--- config.mk ---
export PLATFORM = sky130hd
export DESIGN_NAME = bin2bcd_seq
export DESIGN_NICKNAME = d
export VERILOG_FILES = /design/src/rtl/bin2bcd_seq.sv
export SDC_FILE = /design/constraint.sdc
export NUM_CORES = 1
export LEC_CHECK = 0
export CELL_PAD_IN_SITES_DETAIL_PLACEMENT = 1
export CELL_PAD_IN_SITES_GLOBAL_PLACEMENT = 1
export CORE_MARGIN = 4
export CORE_UTILIZATION = 42
export DETAILED_ROUTE_END_ITERATION = 10
export MAX_ROUTING_LAYER = met4
export PLACE_DENSITY = 0.87
export SLEW_MARGIN = 20
export SYNTH_ARGS = -nofsm -noshare
export SYNTH_HDL_FRONTEND = slang
export SYNTH_SLANG_ARGS = --single-unit
--- constraint.sdc ---
create_clock -name clk -period 2.3 [get_ports clk]
set_clock_uncertainty 0.05 [all_clocks]
set_input_delay 0.23 -clock clk [delete_from_list [all_inputs] [get_ports clk]]
set_output_delay 0.23 -clock clk [all_outputs]
set_load 0.01 [all_outputs]
--- src/rtl/bin2bcd_seq.sv ---
// bin2bcd_seq -- sequential 14-bit binary to 4-digit BCD converter.
//
// Uses the shift-add-3 (double dabble) algorithm, one bit per clock.
// A conversion is accepted in IDLE. It runs for 14 CONV cycles and ends with a
// one-cycle done pulse, which is where the result registers are loaded.
// Inputs above 9999 do not fit in four digits. They are reported on ovf and
// the digits are clamped to 9999.
//
// Ports:
//   clk              system clock, rising edge
//   rst              synchronous active-high reset
//   bin[13:0]        value to convert, sampled on the accepting edge only
//   start            conversion request, honoured only in IDLE
//   busy             high while converting
//   done             one-cycle pulse, results valid from this cycle on
//   ovf              last accepted value exceeded 9999
//   bcd3..bcd0[3:0]  thousands .. units digits, held until the next done
module bin2bcd_seq (
    input  logic        clk,
    input  logic        rst,
    input  logic [13:0] bin,
    input  logic        start,
    output logic        busy,
    output logic        done,
    output logic        ovf,
    output logic [3:0]  bcd3,
    output logic [3:0]  bcd2,
    output logic [3:0]  bcd1,
    output logic [3:0]  bcd0
);

    typedef enum logic {IDLE, CONV} state_t;

    state_t      r_state;
    logic [13:0] r_shift;
    logic [19:0] r_scr;
    logic [3:0]  r_cnt;
    logic        r_ovf_pend;
    logic        r_done;
    logic        r_ovf;
    logic [15:0] r_bcd;

    logic [19:0] w_adj;
    logic [19:0] w_next;
    logic        w_clamp;

    // Add 3 to every nibble that is 5 or more, so the following shift carries
    // into the next decimal digit correctly.
    always_comb begin
        w_adj = r_scr;
        for (int k = 0; k < 5; k++) begin
            if (r_scr[4*k +: 4] >= 4'd5)
                w_adj[4*k +: 4] = r_scr[4*k +: 4] + 4'd3;
        end
    end

    // Scratch after this step: the adjusted value shifted left by one, with
    // the next binary bit shifted in at the bottom.
    assign w_next = {w_adj[18:0], r_shift[13]};

    // With an input of 9999 or less, the fifth nibble stays zero. Any bit set
    // up there can only come from an out-of-range value. Clamping on that
    // condition as well as on ovf_pending means a digit above 9 can never be
    // loaded onto the outputs.
    assign w_clamp = r_ovf_pend | (|w_next[19:16]) | w_adj[19];

    always_ff @(posedge clk) begin
        if (rst) begin
            r_state    <= IDLE;
            r_shift    <= '0;
            r_scr      <= '0;
            r_cnt      <= '0;
            r_ovf_pend <= 1'b0;
            r_done     <= 1'b0;
            r_ovf      <= 1'b0;
            r_bcd      <= '0;
        end else begin
            r_done <= 1'b0;
            case (r_state)
                IDLE: begin
                    if (start) begin
                        r_shift    <= bin;
                        r_scr      <= '0;
                        r_cnt      <= '0;
                        r_ovf_pend <= (bin > 14'd9999);
                        r_state    <= CONV;
                    end
                end
                CONV: begin
                    r_scr   <= w_next;
                    r_shift <= {r_shift[12:0], 1'b0};
                    r_cnt   <= r_cnt + 4'd1;
                    // The 14th step completes the conversion. The results are
                    // taken from this step's scratch value, not from r_scr.
                    if (r_cnt == 4'd13) begin
                        r_state <= IDLE;
                        r_done  <= 1'b1;
                        r_ovf   <= r_ovf_pend;
                        r_bcd   <= w_clamp ? 16'h9999 : w_next[15:0];
                    end
                end
                default: r_state <= IDLE;
            endcase
        end
    end

    assign busy = (r_state == CONV);
    assign done = r_done;
    assign ovf  = r_ovf;
    assign bcd3 = r_bcd[15:12];
    assign bcd2 = r_bcd[11:8];
    assign bcd1 = r_bcd[7:4];
    assign bcd0 = r_bcd[3:0];

endmodule

After elaboration in Yosys (flattened, before gate mapping):

Cells that the tools add are included.

* bitwise operators: 3
* order comparisons: 6
* equal/unequal tests: 2
* add/subtract/negate cells: 6
* reduce and logical (&&, ||, !) cells: 4
* muxes and demuxes: 16

Operators with widths (number)
* 20-bit one-hot mux with 2 select lines: 1
* 14-bit one-hot mux with 2 select lines: 1
* 4-bit 2-to-1 mux: 6
* 4-bit by 2-bit adder with 4-bit output (second input constant): 5
* 4-bit by 3-bit >= comparator with 1-bit output (second input constant): 5
* 20-bit 2-to-1 mux: 1
* 16-bit 2-to-1 mux: 1
* 14-bit > comparator (second input constant): 1
* 14-bit 2-to-1 mux: 1
* 4-bit one-hot mux with 2 select lines: 1
* 4-bit by 1-bit adder with 4-bit output (second input constant): 1
* 4-bit == test (second input constant): 1
* 2-bit AND reduction: 2
* 4-bit OR reduction: 1
* 1-bit 2-to-1 mux: 3
* 2-bit inequality test (second input constant): 1
* 1-bit OR: 2
* 1-bit one-hot mux with 2 select lines: 1
* 2-bit OR reduction: 1
* 1-bit NOT: 1

* output and inout bits: 19
* register bits after elaboration: 58
* logic and storage cells: 45

Depth between registers and ports, before layout:

Gate-level depths: netlist of the first run.

* depth after elaboration: 6
* gate-level depth with buffers: 7

Worst setup path before layout of the first run:

No wires, ideal clock.

* path kind: register to register
* start: register r_scr[17]
* end: register r_bcd[10]
* slack: 0.445 ns
* path buffers: 0
* library setup time: 0.084 ns
* cell stages (with the launch flop): 7
* data arrival time: 1.721 ns
* cell sequence: dfxtp_1 > inv_1 > ha_1 > nand2b_1 > a211o_1 > a2111o_4 > o31ai_2

* word-level cells in the longest chain between the ends: 6

Ends and longest elaborated chain
* start: declaration: line 36 `logic [19:0] r_scr;`
* start signal: assignment: line 90 `r_scr <= w_next;`
* 4-bit by 2-bit adder with 4-bit output / 4-bit by 3-bit >= comparator with 1-bit output (equally long branches): line 53, 52
* 4-bit 2-to-1 mux *: line 52 `if (r_scr[4*k +: 4] >= 4'd5)`
* 4-bit OR reduction: line 65 `assign w_clamp = r_ovf_pend | (|w_next[19:16]) | w_adj[19];`
* 1-bit OR: line 65
* 1-bit OR *: line 65
* 16-bit 2-to-1 mux *: line 99 `r_bcd <= w_clamp ? 16'h9999 : w_next[15:0];`
* end signal: assignment: line 99
* end: declaration: line 41 `logic [15:0] r_bcd;`

Mark *: on every way between the ends. The rest lies on a longest branch, timed or not.
A chain may end at the register's enable or synchronous reset.

Final worst setup path of the first run:

* start: register r_scr[16]
* end: register r_bcd[10]

The elaborated chain is that of the path after synthesis.

==> results.toml, run 1 <==
[cells_and_area]
final_common_cell = "dfxtp_1"
multi_input_area_sq_um = 1663
fin_nets = 418
diodes = 0
synthToLayoutAreaGrowth_pct = 20.84
final-seq-area_sq_um = 1162
drive_above_1_share_pct = 8.906
n_fill_cell = 815
final_cell_mix = "57 x dfxtp_1, 43 x a21oi_1, 39 x nor2_1"
final_cell_area_sq_um = 3620

[global_routing]
grt_start_max_net_pins = 42
grt_pass1_wl_microns = 13460
grt-ovfl-total = 0
grt_pass1_vias = 2822
grt_use_total_pct = 20.51
antenna_found_initial = 0

[placement]
place.port_buffers = 35
placed_area_sq_um = 3435
dpl.hpwl_microns = 5847
gp_congestion = 0.8615

[route]
wl_met2_microns = 4352
route.detailed.drc = 0
finalWirelength_microns = 8089
postRouteAntennaNets = 0
wl_met3_microns = 319
vias = 2735
route.layer.met1.wl_microns = 3256
top_layer_used = "met4"
drt_iter0_drc = 128
wl_per_cell_microns = 16.54
vias_per_cell = 5.593
firstDrtPassIters = 4

[clock_network]
cts.htree.levels = 3
insertion_delay_ns = 0.34
clock_path_buffers = 2
cts_hold_buf = 0
postCtsSetupRepairBufs = 0
cts_tree = "yes"
post_cts_resized = 0
cts.sinks = 58
cts_made_buffers = 9
root_buffer = "clkbuf_8"
clk_pin_slew_worst_paths_ns = 0.07

[flow_run]
drv_cap = 0

[power]
combPwrFrac_pct = 8.0
p_seq_share_pct = 49.0
switching_share_pct = 23.77
p_sw_uw = 504.3
leakagePower_uw = 0.001334
powerDensity_nw_per_um2 = 586.2
vdd_drop_max_mv = 0.3745
clkPwrFrac_pct = 43.0
internal-power_uw = 1618

[floorplanning]
die_area_sq_um = 8547
fp.dieW_microns = 92.45
ios = 36
start_util_pct = 43.61
die_h_microns = 92.45
core_sq_um = 6869
num_rows = 30

[critical_path]
endpoint_kind = "flip-flop"
cpLargestDelayFamily = "compound AO/OA/AOI/OAI gates"
cp.required_ns = 2.51
timing.rr.start = "r_scr[16]"
cp-start-kind = "flip-flop"
worstSetupPathType = "reg2reg"
slowest_delay_ns = 0.55
slowest_stage = "a2111o_4"
worstPathMaxFanout = 8
worst_r2r_path_depth = 6
cp_data_arrival_time_ns = 2.25
cp.buffers_inverters = 1
r2r_setup_slack_ns = 0.26
crit_chain = "inv_1 -> ha_1 -> nand2b_1 -> a211o_1 -> a2111o_4 -> o31ai_2"
r2r-end = "r_bcd[10]"

[yosys]
netlist_area_sq_um = 2995
synth_area_leader_cell = "dfxtp_1"
syn_nets = 387
synth_cell_types = 44
yosysWarnings = 0
synthFlopType = "dfxtp_1"
ys_seq_area_share_pct = 38.76
avgSynthCellArea_sq_um = 8.367
synthCells = 358
ys_top_cells_by_area = "dfxtp_1 39%, a21oi_1 7.2%, ha_1 5.0%, mux2i_1 5.0%, nor2_1 4.9%"
synth_top_area_share_pct = 38.76
ys_ff_latch = 58
synthArstFlopShare_pct = 0
synth_edf_count = 0

[timing]
hold_viol_final = 0
fin_setup_tns_ns = 0
rsz0062_at_grt = "false"
fmax_ghz = 0.4906
slew_violations = 0
finalCriticalPeriod_ns = 2.038
fin_crit_sh_pct = 88.62
slew_headroom_pct = 58.43
worst_pin_slew_ns = 0.6212
finalSetupViolCount = 0

[run_status]
status = "completed"

[min_path]
holdPathStages = 2
worstHoldPathType = "reg2reg"
hold_start = "r_bcd[5]"
whs_endpoint = "r_bcd[5]"
## flip-flops by register name, summed over array words and instances (netlist names)
name / flops
busy: 1
r_ovf_pend: 1
r_shift: 14
done: 1
r_cnt: 4
r_bcd: 16
r_scr: 20
ovf: 1
## cell type report
cell class                 instances  share of cell area (%)
clock inverter                     3                   1.106
sequential                        58                   32.11
inverter                          19                   1.970
clock buffer                      12                   4.010
timing repair buffer              44                   11.55
tap                               96                   3.318
multi-input combinational        257                   45.94
## worst max-delay path by stage
stage	startpoint	to	slack, ns	cells past startpoint
after global routing	r_scr[16]	r_bcd[11]	0.07	5
after CTS	r_scr[16]	r_bcd[9]	0.25	6
final	r_scr[16]	r_bcd[10]	0.26	6
after global placement	r_scr[17]	r_bcd[2]	0.36	6
after floorplan	r_scr[17]	r_bcd[10]	0.45	6
after detailed placement	r_scr[16]	r_bcd[9]	0.27	6
## tightest hold or removal path, stage by stage, from the launching register on
cell and delay, ns:
dfxtp_1 0.33, nand2_1 0.06, o31ai_2 0.05
## routing by layer
| layer | vias up | track usage, % |
|---|---|---|
| met5 | - | - |
| met4 | 0 | 7.054 |
| met3 | 11 | 5.118 |
| met2 | 64 | 36.80 |
| met1 | 1321 | 21.96 |
| li1 | 1339 | - |
## through the flow
step           hold WS (ns)  worst slack [ns]  power, uW  utilization [%]  cells
2_1_floorplan        0.3489            0.4452       1162                -    358
3_3_place_gp         0.3938            0.3568       1224            50.00    474
3_5_place_dp         0.4021            0.2662       1232            50.00    474
4_1_cts              0.4176            0.2481       2148            52.70    489
5_1_grt              0.4360           0.06944       2211            52.70    489
6_report             0.4127            0.2617       2122            52.70    489
## cells in the mapped netlist (2+ instances only)
master    instances
o31ai_2           7
dfxtp_1          58
nor4_1            5
a211o_1           9
nand2b_1         10
inv_1            18
nor2_1           39
o211ai_1          4
clkbuf_1         19
a41oi_1           5
and2_1            6
nor3_1           10
nor3b_1           8
mux2i_1          15
a21oi_1          43
ha_1             12
buf_1             2
nor2b_1           2
nand3b_1          9
o21ai_0          26
nand2_1          16
nand3_1           3
or3_1             4
a31oi_1           8
## power groups by stage
| stage | Clock, uW | Sequential [uW] | Combinational [uW] |
|---|---|---|---|
| after floorplan | 0 | 1060 | 106 |
| after global placement | 0 | 1060 | 163 |
| after detailed placement | 0 | 1060 | 171 |
| after CTS | 937 | 1040 | 172 |
| after global routing | 981 | 1040 | 189 |
| final | 912 | 1040 | 170 |
## logic make-up after synthesis
kind of cell               share of synthesized area [%]
xor gates and xnor gates                          0.2925
AOI/OAI and AO/OA                                  24.77
and+or+nand+nor                                    20.43
buffers and inverters                              5.722
adders and majority gates                          5.012
DFF                                                38.76
muxes                                              5.012
Note: power is estimated with default switching activity, not from simulation.
==> run 2, diff against run 1 <==
--- a/config.mk
+++ b/config.mk
@@ -8,10 +8,10 @@
 export CELL_PAD_IN_SITES_DETAIL_PLACEMENT = 1
 export CELL_PAD_IN_SITES_GLOBAL_PLACEMENT = 1
 export CORE_MARGIN = 4
-export CORE_UTILIZATION = 42
+export CORE_UTILIZATION = 40
 export DETAILED_ROUTE_END_ITERATION = 10
 export MAX_ROUTING_LAYER = met4
-export PLACE_DENSITY = 0.87
+export PLACE_DENSITY = 0.84
 export SLEW_MARGIN = 20
 export SYNTH_ARGS = -nofsm -noshare
 export SYNTH_HDL_FRONTEND = slang
==> results.toml, run 2 (synthesis results as in run 1) <==
[global_routing]
grt_pass1_vias = 2803
grt_pass1_wl_microns = 13170
grt_start_max_net_pins = 59
antenna_found_initial = 0
grt_use_total_pct = 19.19
grt-ovfl-total = 0

[critical_path]
endpoint_kind = "flip-flop"
cp.required_ns = 2.43
critical_path_depth = 5
cp-start-kind = "flip-flop"
slowest_stage = "nor3_1"
cp.buffers_inverters = 1
worstPathMaxFanout = 5
worstSetupPathType = "reg2reg"
worst_r2r_path_depth = 5
crit_chain = "inv_1 -> ha_1 -> o41a_2 -> nor3_1 -> a41oi_1"
cpLargestDelayFamily = "compound AO/OA/AOI/OAI gates"
slowest_delay_ns = 0.50
cp_data_arrival_time_ns = 2.23

[clock_network]
root_buffer = "clkbuf_8"
cts_tree = "yes"
insertion_delay_ns = 0.33
clock_path_buffers = 2
cts_made_buffers = 9
cts_hold_buf = 0
clk_pin_slew_worst_paths_ns = 0.07
postCtsSetupRepairBufs = 0
cts.htree.levels = 3
post_cts_resized = 0
cts.sinks = 58

[power]
leakagePower_uw = 0.001347
switching_share_pct = 22.83
internal-power_uw = 1719
vdd_drop_max_mv = 0.2991
powerDensity_nw_per_um2 = 608.6
p_sw_uw = 508.4
p_seq_share_pct = 46.7
clkPwrFrac_pct = 45.7
combPwrFrac_pct = 7.6

[timing]
rsz0062_at_grt = "false"
hold_viol_final = 0
fin_crit_sh_pct = 91.12
fin_setup_tns_ns = 0
finalCriticalPeriod_ns = 2.096
finalSetupViolCount = 0
slew_headroom_pct = 57.70
fmax_ghz = 0.4772
worst_pin_slew_ns = 0.6297
slew_violations = 0
setup_ws_ns = 0.2043
holdWs_ns = 0.4134

[cells_and_area]
reg_top3 = "r_scr: 20 flops, r_bcd: 16 flops, r_shift: 14 flops"
diodes = 0
fin_nets = 417
synthToLayoutAreaGrowth_pct = 22.18
largest_reg_flops = 20
drive_above_1_share_pct = 8.906
n_fill_cell = 888
top_register = "r_scr"
final_common_cell = "dfxtp_1"
final_cell_mix = "57 x dfxtp_1, 43 x a21oi_1, 39 x nor2_1"

[flow_run]
drv_cap = 0

[route]
wl_per_cell_microns = 16.22
route.detailed.drc = 0
drt_iter0_drc = 92
postRouteAntennaNets = 0
finalWirelength_microns = 7979
vias = 2719
firstDrtPassIters = 4
vias_per_cell = 5.526

[floorplanning]
ios = 36
fp.dieW_microns = 94.54
die_h_microns = 94.54
die_area_sq_um = 8937
core_sq_um = 7253
num_rows = 31
start_util_pct = 41.30

[min_path]
holdPathStages = 2
worstHoldPathType = "reg2reg"

[run_status]
status = "completed"

[placement]
dpl.hpwl_microns = 5621
gp_congestion = 0.8752
place.port_buffers = 35
dp_slack_ns = 0.2711
-- run 2: layout make-up --
| type | count | area (sq um) | area share, % |
|---|---|---|---|
| clock buffer | 15 | 186.4 | 5.094 |
| clock inverter | 1 | 30.03 | 0.8205 |
| inverter | 19 | 71.32 | 1.949 |
| multi-input combinational | 257 | 1663 | 45.44 |
| sequential | 58 | 1162 | 31.76 |
| tap | 99 | 123.9 | 3.385 |
| timing repair buffer | 43 | 422.9 | 11.56 |
-- run 2: power groups by stage --
stage | registers (uW) | logic (uW) | clock network, uW
after floorplan | 1060 | 106 | 0
after CTS | 1040 | 172 | 1040
after global placement | 1060 | 165 | 0
final | 1040 | 169 | 1020
after detailed placement | 1060 | 171 | 0
after global routing | 1040 | 187 | 1100
-- run 2: worst register-to-register path, cell delays in order (launching register included) --
cell and delay (ns):
dfxtp_1 0.41, inv_1 0.10, ha_1 0.26, o41a_2 0.42, nor3_1 0.50, a41oi_1 0.20
-- run 2: path summary, 6_finish.rpt --
kind,start,to,slack (ns)
worst max register to register,r_scr[16],r_bcd[3],0.20
worst min register to register,ovf,ovf,0.41
worst max-delay path,r_scr[16],r_bcd[3],0.20
worst min-delay path,ovf,ovf,0.41
-- run 2: per-stage QoR --
step,cell area (sq um),cells,power [uW],utilization (%)
floorplan,2995,358,1162,-
global placement,3443,476,1226,47.47
detailed placement,3443,476,1232,47.47
CTS,3660,492,2256,50.46
global route,3660,492,2328,50.46
finish,3660,492,2227,50.46
-- run 2: per-layer routing --
metal	wire, microns	vias up	track usage, %
met5	0	-	-
met4	178	0	8.293
met3	325	16	4.861
met2	3999	51	31.91
met1	3475	1316	21.88
li1	-	1336	-
==> run 3, diff against run 2 <==
--- a/config.mk
+++ b/config.mk
@@ -5,13 +5,14 @@
 export SDC_FILE = /design/constraint.sdc
 export NUM_CORES = 1
 export LEC_CHECK = 0
+export ABC_CLOCK_PERIOD_IN_PS = 2300
 export CELL_PAD_IN_SITES_DETAIL_PLACEMENT = 1
 export CELL_PAD_IN_SITES_GLOBAL_PLACEMENT = 1
 export CORE_MARGIN = 4
 export CORE_UTILIZATION = 40
 export DETAILED_ROUTE_END_ITERATION = 10
 export MAX_ROUTING_LAYER = met4
-export PLACE_DENSITY = 0.84
+export PLACE_DENSITY = 0.8
 export SLEW_MARGIN = 20
 export SYNTH_ARGS = -nofsm -noshare
 export SYNTH_HDL_FRONTEND = slang
==> results.toml, run 3 (synthesis results as in run 1) <==
[timing]
slew_violations = 0
fin_crit_sh_pct = 92.01
worst_pin_slew_ns = 0.6596
hold_viol_final = 0
finalCriticalPeriod_ns = 2.116
holdWs_ns = 0.4183
finalSetupViolCount = 0
slew_headroom_pct = 55.86
fin_setup_tns_ns = 0
rsz0062_at_grt = "false"
fmax_ghz = 0.4725

[global_routing]
grt_use_total_pct = 19.64
grt-ovfl-total = 0
antenna_found_initial = 0
grt_pass1_wl_microns = 13370
grt_start_max_net_pins = 79
grt_pass1_vias = 2782

[power]
total_power_uw = 2354
leakagePower_uw = 0.001354
powerDensity_nw_per_um2 = 638.0
vdd_drop_max_mv = 0.3782

[critical_path]
slowest_delay_ns = 0.56
worstSetupPathType = "reg2reg"
slowest_stage = "a2111o_4"
cp.required_ns = 2.50
r2r-end = "r_bcd[13]"
r2r_setup_slack_ns = 0.18
endpoint_kind = "flip-flop"
worstPathMaxFanout = 8
cp-start-kind = "flip-flop"
timing.rr.start = "r_scr[16]"
crit_chain = "inv_1 -> ha_1 -> nand2b_1 -> a211o_1 -> a2111o_4 -> o31ai_2"
cp_data_arrival_time_ns = 2.32
worst_r2r_path_depth = 6

[clock_network]
clk_pin_slew_worst_paths_ns = 0.07
cts_tree = "yes"
postCtsSetupRepairBufs = 0
root_buffer = "clkbuf_8"
cts.htree.levels = 3
cts_hold_buf = 0
insertion_delay_ns = 0.34
clock_path_buffers = 2
post_cts_resized = 0
cts.sinks = 58
cts_made_buffers = 9

[floorplanning]
die_h_microns = 94.54
fp.dieW_microns = 94.54
start_util_pct = 41.30
core_sq_um = 7253
num_rows = 31
die_area_sq_um = 8937
ios = 36

[cells_and_area]
fin_nets = 417
diodes = 0
n_fill_cell = 872
largest_reg_flops = 20
top_register = "r_scr"
final_common_cell = "dfxtp_1"
final_cell_mix = "57 x dfxtp_1, 43 x a21oi_1, 39 x nor2_1"
drive_above_1_share_pct = 8.906
reg_top3 = "r_scr: 20 flops, r_bcd: 16 flops, r_shift: 14 flops"
synthToLayoutAreaGrowth_pct = 23.18

[route]
firstDrtPassIters = 4
vias_per_cell = 5.567
postRouteAntennaNets = 0
route.detailed.drc = 0
wl_per_cell_microns = 16.68
finalWirelength_microns = 8208
vias = 2739
drt_iter0_drc = 159

[min_path]
holdPathStages = 2
worstHoldPathType = "reg2reg"
hold_start = "r_bcd[2]"
whs_endpoint = "r_bcd[2]"

[run_status]
status = "completed"

[placement]
place.port_buffers = 35
dpl.hpwl_microns = 5634
gp_congestion = 0.7955

[flow_run]
drv_cap = 0
[run 3: per-layer routing]
layer	routed length (microns)	GRT usage, %	vias up
met5	0	-	-
met4	146	6.490	0
met3	277	4.303	12
met2	4230	34.10	42
met1	3553	22.42	1343
li1	-	-	1342
[run 3: layout make-up]
type	instances	area, sq um	share of cell area (%)
tap	99	123.9	3.357
sequential	58	1162	31.50
timing repair buffer	43	435.4	11.80
clock inverter	5	102.6	2.781
multi-input combinational	257	1663	45.07
clock buffer	11	131.4	3.561
inverter	19	71.32	1.933
[run 3: worst max-delay path by stage]
stage | end | startpoint | slack (ns) | cells after the start
after floorplan | r_bcd[10] | r_scr[17] | 0.45 | 6
after CTS | r_bcd[13] | r_scr[16] | 0.19 | 6
after global placement | r_bcd[5] | r_scr[17] | 0.36 | 6
after detailed placement | r_bcd[13] | r_scr[16] | 0.23 | 6
after global routing | r_bcd[4] | r_scr[16] | 0.10 | 5
final | r_bcd[13] | r_scr[16] | 0.18 | 6
[run 3: where the power goes]
group	total (uW)	internal, uW	switching [uW]	leakage, uW
Combinational	176	75.8	99.7	0.000770
Clock	1140	719	419	0.000114
Sequential	1040	1020	16.1	0.000470
[run 3: metrics by stage]
| stage | setup slack, ns | utilization (%) | instance area (sq um) | instances |
|---|---|---|---|---|
| 2_1_floorplan | 0.4452 | - | 2995 | 358 |
| 3_3_place_gp | 0.3576 | 47.65 | 3456 | 476 |
| 3_5_place_dp | 0.2268 | 47.65 | 3456 | 476 |
| 4_1_cts | 0.1938 | 50.87 | 3690 | 492 |
| 5_1_grt | 0.1009 | 50.87 | 3690 | 492 |
| 6_report | 0.1837 | 50.87 | 3690 | 492 |
[run 3: worst max-delay path, delay by kind of cell (launching register included)]
kind                       cells  cell delay [ns]
AOI/OAI and AO/OA              3             1.14
adders and majority gates      1             0.25
and+or+nand+nor                1             0.12
buffers and inverters          1             0.11
DFF                            1             0.36
==> RTL edit 1: new RTL, flow settings as in run 3 <==
Add an input register stage for `bin` and `start`; this delays them by one clock.
--- a/src/rtl/bin2bcd_seq.sv
+++ b/src/rtl/bin2bcd_seq.sv
@@ -30,6 +30,14 @@
 );
 
     typedef enum logic {IDLE, CONV} state_t;
+
+    logic [13:0] bin_q;
+    logic start_q;
+
+    always_ff @(posedge clk) begin
+        bin_q   <= bin;
+        start_q <= start;
+    end
 
     state_t      r_state;
     logic [13:0] r_shift;
@@ -78,11 +86,11 @@
             r_done <= 1'b0;
             case (r_state)
                 IDLE: begin
-                    if (start) begin
-                        r_shift    <= bin;
+                    if (start_q) begin
+                        r_shift    <= bin_q;
                         r_scr      <= '0;
                         r_cnt      <= '0;
-                        r_ovf_pend <= (bin > 14'd9999);
+                        r_ovf_pend <= (bin_q > 14'd9999);
                         r_state    <= CONV;
                     end
                 end
Function: changed (a bounded check fails within 4 cycles, from zero or initial values and one cycle with rst high).
==> RTL edit 1 against run 3 <==
Total power up 6.9%; hold slack lost 0.15 ns; wire length fell by 0.15%; worst setup slack gained 0.054 ns; highest routed layer unchanged; synthesized area rose by 7.9%; final area up 5.6%; combinational power decreased by 7%; sequential cell count increased by 15.
==> RTL edit 1: results (changes against run 3) <==
| Metric | Value |
|---|---|
| Status | `completed` |
| Switching Power | `0.635 mW (+19%)` |
| Vias | `2770 (+1.1%)` |
| Area of the multi-input gates | `1610 um^2 (-3.5%)` |
| Ratio of routed vias to standard cells | `5.40 (-3.0%)` |
| DP Area | `3690 um^2 (+6.8%)` |
| Dpl hpwl | `5980 um (+6.1%)` |
| Met3 GRT Util | `4.36% (+0.054 points)` |
| Fraction of area in registers | `37.6% (+6.1 points)` |
| Share of layout cells above drive strength 1 | `7.06% (-1.8 points)` |
| Final clock-cell share | `5.20% (-1.1 points)` |
| Sequential-to-total area share from yosys stat | `45.2% (+6.4 points)` |
| R2r startpoint | `r_scr[17]$_SDFFE_PP0P_` |
| First-pass GRT wire length | `14000 um (+4.3%)` |
| Biggest regs | `r_scr: 20 flops, r_bcd: 16 flops` |
| HP Class | `primary input to register` |
| Hold Crit Depth | `1 (-1)` |
| Clk. pwr | `1.03 mW (-9.6%)` |
| Fillcell total | `951 (+9.1%)` |
| Crit path max fanout | `23 (+15)` |
| Commonest cells in the netlist | `dfxtp_1 (73), a21oi_1 (43), nor2_1 (40)` |
| Largest cells by area after synthesis | `dfxtp_1 (45%), a21oi_1 (6.7%), ha_1 (4.6%), mux2i_1 (4.6%), nor2_1 (4.6%)` |
| Placed Cells | `497 (+4.4%)` |
| Count of multi-input gates | `258 (+0.39%)` |
| Hold EP | `bin_q[9]$_DFF_P_` |
| Hold WS | `0.266 ns (-0.152 ns)` |
| Largest net degree at the start of global routing | `26 (-67%)` |
| XOR/XNOR Fraction of Synth Area | `0.271% (-0.021 points)` |
| Routed WL | `8200 um (-0.15%)` |
| Logic pwr share | `6.5% (-1.0 points)` |
| Power density cells | `646 nW/um^2 (+1.2%)` |
| Non-clk bufs | `45 (+4.7%)` |
| Multi-input combinational area share | `41.2% (-3.9 points)` |
| Non-clock buffer share | `10.9% (-0.88 points)` |
| Dpl ws | `0.278 ns (+0.0516 ns)` |
RTL edit 1: how the worst max path moves through the flow:
| stage | slack, ns | startpoint | endpoint |
|---|---|---|---|
| global route | 0.08 | r_scr[16]$_SDFFE_PP0P_ | r_bcd[1]$_SDFFE_PP0P_ |
| CTS | 0.23 | busy$_SDFF_PP0_ | busy |
| detailed placement | 0.28 | r_scr[17]$_SDFFE_PP0P_ | r_bcd[10]$_SDFFE_PP0P_ |
| finish | 0.24 | busy$_SDFF_PP0_ | busy |
| global placement | 0.39 | r_scr[17]$_SDFFE_PP0P_ | r_bcd[5]$_SDFFE_PP0P_ |
| floorplan | 0.50 | r_scr[17]$_SDFFE_PP0P_ | r_bcd[10]$_SDFFE_PP0P_ |
RTL edit 1: critical path, cell delays in order (launching register included):
cell,delay [ns]
dfxtp_2,0.53
buf_4,0.31
clkdlybuf4s50_1,0.58
==> RTL edit 2: new RTL, config.mk and constraints of run 3 <==
Without the edit above. Put a register stage on the outputs `busy`, `bcd3`, `bcd2`, `bcd1` and `bcd0`, without a reset. The values now appear one clock later. The other outputs are not delayed to match.
--- a/src/rtl/bin2bcd_seq.sv
+++ b/src/rtl/bin2bcd_seq.sv
@@ -104,13 +104,15 @@
         end
     end
 
-    assign busy = (r_state == CONV);
     assign done = r_done;
     assign ovf  = r_ovf;
-    assign bcd3 = r_bcd[15:12];
-    assign bcd2 = r_bcd[11:8];
-    assign bcd1 = r_bcd[7:4];
-    assign bcd0 = r_bcd[3:0];
+    always_ff @(posedge clk) begin
+        busy <= (r_state == CONV);
+        bcd3 <= r_bcd[15:12];
+        bcd2 <= r_bcd[11:8];
+        bcd1 <= r_bcd[7:4];
+        bcd0 <= r_bcd[3:0];
+    end
 
 endmodule
 
Behaviour: not the same (Yosys sat finds a counterexample within 4 cycles, from zero or initial values and one cycle with rst high).
==> RTL edit 2 against run 3 <==
Combinational power shrank 7%; final area grew 4.6%; wire length shrank 15%; synthesized area grew 6.4%; via count shrank 7.7%; cell count grew 0.41%; critical endpoint is now r_bcd[11]$_SDFFE_PP0P_; sequential cell count grew 17; total power grew 7.5%; worst setup slack lost 0.0047 ns; maximum frequency shrank 0.22%; sequential share of layout area grew 7.4 points.
==> RTL edit 2: results (changes against run 3) <==
| Metric | Value |
|---|---|
| Tot GR Track Use | `15.3% (-4.4 points)` |
| Met3 GRT Util | `2.58% (-1.7 points)` |
| Sequential-to-total area share from yosys stat | `47.1% (+8.4 points)` |
| Post-synth cell types | `40 (-9.1%)` |
| Switching Share | `23.0% (+0.23 points)` |
| Max_slew headroom | `52.0% (-3.9 points)` |
| Dpl hpwl | `4810 um (-15%)` |
| DR iter-0 viols | `83 (-48%)` |
| Metal2 WL | `3380 um (-20%)` |
| Met2 Use GR | `25.6% (-8.5 points)` |
| Met1 WL | `3230 um (-9.1%)` |
| P_seq | `1.33 mW (+28%)` |
| Final Non-Filler Cells | `494 (+0.41%)` |
| Status | `completed` |
| Vias | `2527 (-7.7%)` |
| Commonest cells in the netlist | `dfxtp_1 (75), nor2_1 (56), a21oi_1 (41)` |
| Routability congestion estimate | `0.754 (-5.2%)` |
| Vias in the first global route | `2488 (-11%)` |
| CP max stage delay | `0.40 ns (-0.16 ns)` |
| P_leak | `1.45 nW (+7.1%)` |
| Routed WL | `6960 um (-15%)` |
| WL met3 | `216 um (-22%)` |
| Post-synth top area share | `47.1% (+8.4 points)` |
| Nets | `416 (-0.24%)` |
| Syn Nets | `382 (-1.3%)` |
| Cells after Synth | `353 (-1.4%)` |
| Met1 Resource Use GR | `18.3% (-4.1 points)` |
==> RTL edit 2: final cells by class <==
cell class	instances	area share, %
multi-input cells	243	40.0
clock buffers	12	4.02
repair buffers	45	11.2
inverters	13	1.26
well taps	102	3.31
clock inverters	4	1.26
flip-flops and latches	75	38.9
==> RTL edit 2: worst paths after layout <==
path	startpoint	endpoint	slack (ns)	cells past startpoint
worst max-delay path	r_scr[16]$_SDFFE_PP0P_	r_bcd[11]$_SDFFE_PP0P_	0.18	7
worst min-delay path	r_bcd[12]$_SDFFE_PP0P_	bcd3[0]$_DFF_P_	0.30	0
worst max register to register	r_scr[16]$_SDFFE_PP0P_	r_bcd[11]$_SDFFE_PP0P_	0.18	7
worst min register to register	r_bcd[12]$_SDFFE_PP0P_	bcd3[0]$_DFF_P_	0.30	0
==> RTL edit 2: cell families (layout without fill, tap and decap cells) <==
| kind of cell | count (synthesis) | count (layout) | share of synthesized area (%) |
|---|---|---|---|
| AOI/OAI and AO/OA | 80 | 80 | 16.7 |
| xor gates and xnor gates | 5 | 5 | 1.37 |
| muxes | 20 | 20 | 6.32 |
| DFF | 75 | 75 | 47.1 |
| buffers and inverters | 35 | 74 | 4.40 |
| and+or+nand+nor | 126 | 126 | 19.4 |
| adders and majority gates | 12 | 12 | 4.71 |
==> RTL edit 2: metrics by stage <==
step                      setup WS (ns)  hold WS, ns  utilization [%]  cell area, um^2
final                             0.179        0.302             50.0             3860
after global routing             0.0359        0.310             50.0             3860
after CTS                         0.168        0.305             50.0             3860
after detailed placement          0.181        0.291             47.3             3660
after global placement            0.282        0.287             47.3             3660
after floorplan                   0.284        0.279                -             3190
